[src/rtl/alarm_ring_controller.sv]
// rtl/alarm_ring_controller.sv - ringing session controller fed by the alarm-match level
module alarm_ring_controller #(
   parameter  int SNOOZE_SECONDS       = 540,
   parameter  int RING_TIMEOUT_SECONDS = 60,
   parameter  int MAX_SNOOZES          = 3,
   localparam int W = (MAX_SNOOZES > 0) ? $clog2(MAX_SNOOZES + 1) : 1
) (
   input  logic         i_Clk,
   input  logic         i_Reset,
   input  logic         i_Tick_1Hz_Pulse,
   input  logic         i_Alarm_Enable,
   input  logic         i_Alarm_Match,
   input  logic         i_Snooze_Pulse,
   input  logic         i_Dismiss_Pulse,
   output logic         o_Alarm_On,
   output logic         o_Ringing,
   output logic         o_Snoozing,
   output logic [W-1:0] o_Snoozes_Left
);

   localparam int RW = $clog2(RING_TIMEOUT_SECONDS + 1);
   localparam int SW = $clog2(SNOOZE_SECONDS + 1);

   localparam logic [RW-1:0] RING_LAST  = RW'(RING_TIMEOUT_SECONDS - 1);
   localparam logic [RW-1:0] RING_FULL  = RW'(RING_TIMEOUT_SECONDS);
   localparam logic [SW-1:0] SNOOZE_LEN = SW'(SNOOZE_SECONDS);
   localparam logic [SW-1:0] SNOOZE_ONE = SW'(1);
   localparam logic [W-1:0]  LEFT_INIT  = W'(MAX_SNOOZES);

   typedef enum logic [1:0] {
      IDLE    = 2'd0,
      RINGING = 2'd1,
      SNOOZE  = 2'd2,
      DONE    = 2'd3
   } state_t;

   state_t         state, state_nxt;
   logic [RW-1:0]  ring_cnt, ring_nxt;
   logic [SW-1:0]  snooze_cnt, snooze_nxt;
   logic           phase, phase_nxt;
   logic [W-1:0]   left, left_nxt;

   // State, timers, beep phase and snooze budget registers
   always_ff @(posedge i_Clk) begin
      if (i_Reset) begin
         state      <= IDLE;
         ring_cnt   <= '0;
         snooze_cnt <= '0;
         phase      <= 1'b0;
         left       <= LEFT_INIT;
      end else begin
         state      <= state_nxt;
         ring_cnt   <= ring_nxt;
         snooze_cnt <= snooze_nxt;
         phase      <= phase_nxt;
         left       <= left_nxt;
      end
   end

   // Next-state logic: enable drop beats dismiss beats snooze beats tick
   always_comb begin
      state_nxt  = state;
      ring_nxt   = ring_cnt;
      snooze_nxt = snooze_cnt;
      phase_nxt  = phase;
      left_nxt   = left;
      if (!i_Alarm_Enable) begin
         state_nxt = IDLE;
         left_nxt  = LEFT_INIT;
      end else begin
         case (state)
            IDLE: begin
               if (i_Alarm_Match) begin
                  state_nxt = RINGING;
                  ring_nxt  = '0;
                  phase_nxt = 1'b1;
               end
            end
            RINGING: begin
               if (i_Dismiss_Pulse) begin
                  state_nxt = DONE;
               end else if (i_Snooze_Pulse && (left != '0)) begin
                  // A tick in this same cycle is deliberately dropped
                  state_nxt  = SNOOZE;
                  snooze_nxt = SNOOZE_LEN;
                  left_nxt   = left - 1'b1;
               end else if (i_Tick_1Hz_Pulse) begin
                  phase_nxt = ~phase;
                  if (ring_cnt >= RING_LAST) begin
                     state_nxt = DONE;
                     ring_nxt  = RING_FULL;
                  end else begin
                     ring_nxt = ring_cnt + 1'b1;
                  end
               end
            end
            SNOOZE: begin
               // Match is not looked at: the snooze may outlast the match minute
               if (i_Dismiss_Pulse) begin
                  state_nxt = DONE;
               end else if (i_Tick_1Hz_Pulse) begin
                  if (snooze_cnt <= SNOOZE_ONE) begin
                     state_nxt  = RINGING;
                     snooze_nxt = '0;
                     ring_nxt   = '0;
                     phase_nxt  = 1'b1;
                  end else begin
                     snooze_nxt = snooze_cnt - 1'b1;
                  end
               end
            end
            DONE: begin
               // Hold here until the match minute ends so it cannot retrigger
               if (!i_Alarm_Match) begin
                  state_nxt = IDLE;
                  left_nxt  = LEFT_INIT;
               end
            end
            default: state_nxt = IDLE;
         endcase
      end
   end

   // Outputs decode directly from registered state
   always_comb begin
      o_Ringing      = (state == RINGING);
      o_Snoozing     = (state == SNOOZE);
      o_Alarm_On     = (state == RINGING) && phase;
      o_Snoozes_Left = left;
   end

endmodule

[config.mk]
export PLATFORM = sky130hd
export DESIGN_NAME = alarm_ring_controller
export DESIGN_NICKNAME = d
export VERILOG_FILES = /design/src/rtl/alarm_ring_controller.sv
export SDC_FILE = /design/constraint.sdc
export NUM_CORES = 1
export LEC_CHECK = 0
export CAP_MARGIN = 20
export CORE_MARGIN = 10
export CORE_UTILIZATION = 50
export DETAILED_ROUTE_END_ITERATION = 10
export DONT_BUFFER_PORTS = 1
export PLACE_DENSITY = 0.68
export RECOVER_POWER = 100
export SETUP_SLACK_MARGIN = 0.1
export SYNTH_ARGS = -nofsm -noshare
export SYNTH_HDL_FRONTEND = slang
export SYNTH_SLANG_ARGS = --single-unit
export TNS_END_PERCENT = 5
[constraint.sdc]
create_clock -name i_Clk -period 2.2 [get_ports i_Clk]
set_clock_uncertainty 0.15 [all_clocks]
set_input_delay 0.44 -clock i_Clk [delete_from_list [all_inputs] [get_ports i_Clk]]
set_output_delay 0.44 -clock i_Clk [all_outputs]
set_load 0.02 [all_outputs]
==> summary.md <==
| Metric | Value |
|---|---|
| Antenna violations before repair | 0 |
| Most frequent cell after synthesis | dfxtp_1 |
| Main combinational cell family by area after synthesis | simple AND/OR/NAND/NOR gates |
| CTS tree | done |
| Psw | 0.169 mW |
| Combinational Power Share | 0.131 |
| Root buffer cell | clkbuf_4 |
| Ant diodes | 0 |
| Num CTS Buffers | 3 |
| Setup TNS | 0 ns |
| Switching portion of total power | 0.253 |
| Post-synthesis cell area | 1300 µm² |
| Reg2reg end | ring_cnt[3]$_SDFFE_PP0P_ |
| Asr flop ratio synth | 0 |
| Later-pin clock latency in the skew report | roughly 0.3 ns |
| Reg2reg start | snooze_cnt[5]$_SDFFE_PP0P_ |
| Area of the multi-input gates | 926 µm² |
| Reg power frac | 0.586 |
| Ranking of synthesized cells by instance count | dfxtp_1, nor2_1, a21oi_1 |
| Prevailing post-synth register cell | dfxtp_1 |
| H-tree depth | 1 |
| Final Setup Violations | 0 |
| # IOs | 12 |
| Seq/Total Area, Yosys | 0.323 |
| Gr ovfl total | 0 |
| Worst path required time | approximately 2.3 ns |
| WL final | ~3500 µm |
| CTS sink cnt | 21 |
| R2R Setup Slk | between 0.07 and 0.08 ns |
| Worst hold-check path type | in -> reg |
| Nets@finish | 192 |
| Hold Path Origin | i_Reset |
| Row cnt | 18 |
| Final ANT Viol Nets | 0 |
| Synth top area cells | dfxtp_1, nor2_1, a21oi_1, nor3_1, o21ai_0 |
| Layout cells sized above 1 | 0.278 |
| Simple-Gate Fraction of Synth Area | 0.312 |
| WL per Instance | approximately 16 µm |
| Clock Pin Slew Worst Setup and Hold Paths | 0.12 ns |
| Syn_area_per_cell | 8.09 µm² |
| DRT iter0 DRCs | 92 |
| Synth cell types | 44 |
| Filler cell count | between 200 and 250 |
| Maxcap violations | 0 |
| Critical path arrival | 2.21 ns |
| WHS Path Cells | 1 |
| Die X | 71.0 µm |
| Worst vdd ir | 0.000359 V |
| Number of cells on the worst reg-to-reg path | 6 |
| Largest net degree at the start of global routing | 20 |
| Final GP Congestion | around 0.9 |
| Compound-Gate Fraction of Synth Area | 0.257 |
| Unrepaired setup endpoints after global routing | yes |
| Status | complete, no violations |
| Drt pass-1 iters | 4 |
| Pleak | 0.643 nW |
| Post-synthesis cell count | 161 |
| DP HPWL | 2330 µm |
| PwrDens | 413 nW/µm² |
| Fin crit period | 2.13 ns |
| Clock power share | 0.283 |
| Yosys warnings | 0 |
| Number of synthesized flops with an enable pin | 0 |
| First-pass GRT wire length | between 5000 and 6000 µm |
| Mux share of post-synthesis cell area | 0.0231 |
| Core area | approximately 2500 µm² |
| Post-Synth Adder-Cell Area | 0.0384 |
| Vias in the first global route | 1,284 |
| Total power | about 0.67 mW |
| Chip height | 71.0 µm |
| Peak Freq | 0.470 GHz |
| Critical path class | reg -> reg |
| Worst-case clock buffer depth | 2 |
| Final Hold Viols | 0 |
| Post-synth top area share | 0.323 |
| PortBufs | 0 |
| Vias per inst | 6.20 |
| Area grow syn2layout | 23.8% |
| Worst-path maximum fanout | 6 |
| Hold EP | ring_cnt[5]$_SDFFE_PP0P_ |
| Slew Viols, Final | 0 |
| Tcrit/Tclk final | 0.968 |
| Post-synth top area cell | dfxtp_1 |
| Pint | 0.497 mW |
| Seq. cell area | 425 µm² |
| # DRC | 0 |
| Mapped Nets | 172 |
| Startpoint types | flip-flop |
| Rel. slew slack | 0.686 |
| Die Area | 5050 µm² |
| Initial core utilization | 0.526 |
| Worst setup EP type | flip-flop |
| XOR/XNOR Fraction of Synth Area | 0 |
| Worst slew pin tran | between 0.4 and 0.5 ns |
| Yosys reg bits | 21 |
| Vias | 1,303 |
| All-Layer GR Usage | 0.126 |
## per-stage QoR
stage	util	worst slack (ns)	hold slack, ns	cell area (µm²)	instances
after global routing	0.651	-0.0149	0.00899	1610	210
final	0.651	0.0705	0.0296	1610	210
after global placement	0.579	0.105	0.327	1430	201
after CTS	0.621	0.0549	0.0170	1540	210
after floorplan	-	0.0845	0.317	1310	161
after detailed placement	0.579	0.0208	0.333	1430	201
## power by group through the flow
stage	Combinational (mW)	Sequential (mW)	Clock (mW)
2_1_floorplan	0.0588	0.397	0
3_3_place_gp	0.0623	0.398	0
5_1_grt	0.0954	0.391	0.210
4_1_cts	0.0778	0.390	0.197
6_report	0.0872	0.391	0.188
3_5_place_dp	0.0632	0.398	0
## sequential cells by signal, indices dropped and copies added, names as in the netlist
| signal | cells |
|---|---|
| snooze_cnt | 10 |
| ring_cnt | 6 |
| o_Snoozes_Left | 2 |
| state | 2 |
| phase | 1 |
## how the worst max path moves through the flow
stage | start | endpoint | slack, ns
detailed placement | snooze_cnt[7]$_SDFFE_PP0P_ | ring_cnt[4]$_SDFFE_PP0P_ | 0.02
global route | snooze_cnt[5]$_SDFFE_PP0P_ | snooze_cnt[9]$_SDFFE_PP0P_ | -0.01
finish | snooze_cnt[5]$_SDFFE_PP0P_ | ring_cnt[3]$_SDFFE_PP0P_ | 0.07
CTS | snooze_cnt[5]$_SDFFE_PP0P_ | snooze_cnt[9]$_SDFFE_PP0P_ | 0.05
global placement | snooze_cnt[7]$_SDFFE_PP0P_ | snooze_cnt[9]$_SDFFE_PP0P_ | 0.10
floorplan | snooze_cnt[5]$_SDFFE_PP0P_ | ring_cnt[0]$_SDFFE_PP0P_ | 0.08
## logic make-up (layout without fill, tap and decap cells)
logic type | after synthesis | after routing
buffers and inverters | 13 | 32
muxes | 3 | 3
adders and majority gates | 4 | 4
AOI/OAI and AO/OA | 45 | 45
and+or+nand+nor | 75 | 75
DFF | 21 | 21
## worst max-delay path, cell delays in order (launching register included)
cell	delay [ns]
dfxtp_2	0.34
or4_4	0.56
o41ai_4	0.32
o311a_4	0.32
buf_12	0.13
a21oi_2	0.05
a211oi_2	0.18
## routing by layer
layer  vias to the layer above  part of all wire  GRT usage
met5                         -                 0          0
met4                         0            0.0087     0.0688
met3                         4             0.038     0.0265
met2                        34              0.54      0.227
met1                       634              0.41      0.132
li1                        631                 -          -
## final cells by class
type,instances,share of cell area
clock buffer,4,0.0163
inverter,8,0.0186
multi-input combinational,127,0.574
sequential,21,0.264
tap,30,0.0233
timing repair buffer,20,0.104
## cell usage in the layout (no fill, tap or decap), types with 3 or more instances in the layout
master	count
nand3_1	4
nor2b_1	5
mux2i_1	3
dfxtp_1	17
and3_1	4
nor3_1	11
nand2_1	11
inv_1	8
o21ai_0	9
a211oi_2	3
clkbuf_4	3
buf_4	14
clkbuf_1	4
a21oi_2	7
nand2b_1	5
a21oi_1	8
dfxtp_2	4
nor2_1	15
ha_1	3
## timing repair
action / in CTS / in global routing
gates cloned: 0 / 0
hold endpoints to repair: 0 / 0
resized for setup: 5 / 22
pin swaps: 6 / 5
hold buffers: 0 / 0
buffers inserted: 5 / 0
setup endpoints to repair: 5 / 17
Power figures use the tool's default switching activity.
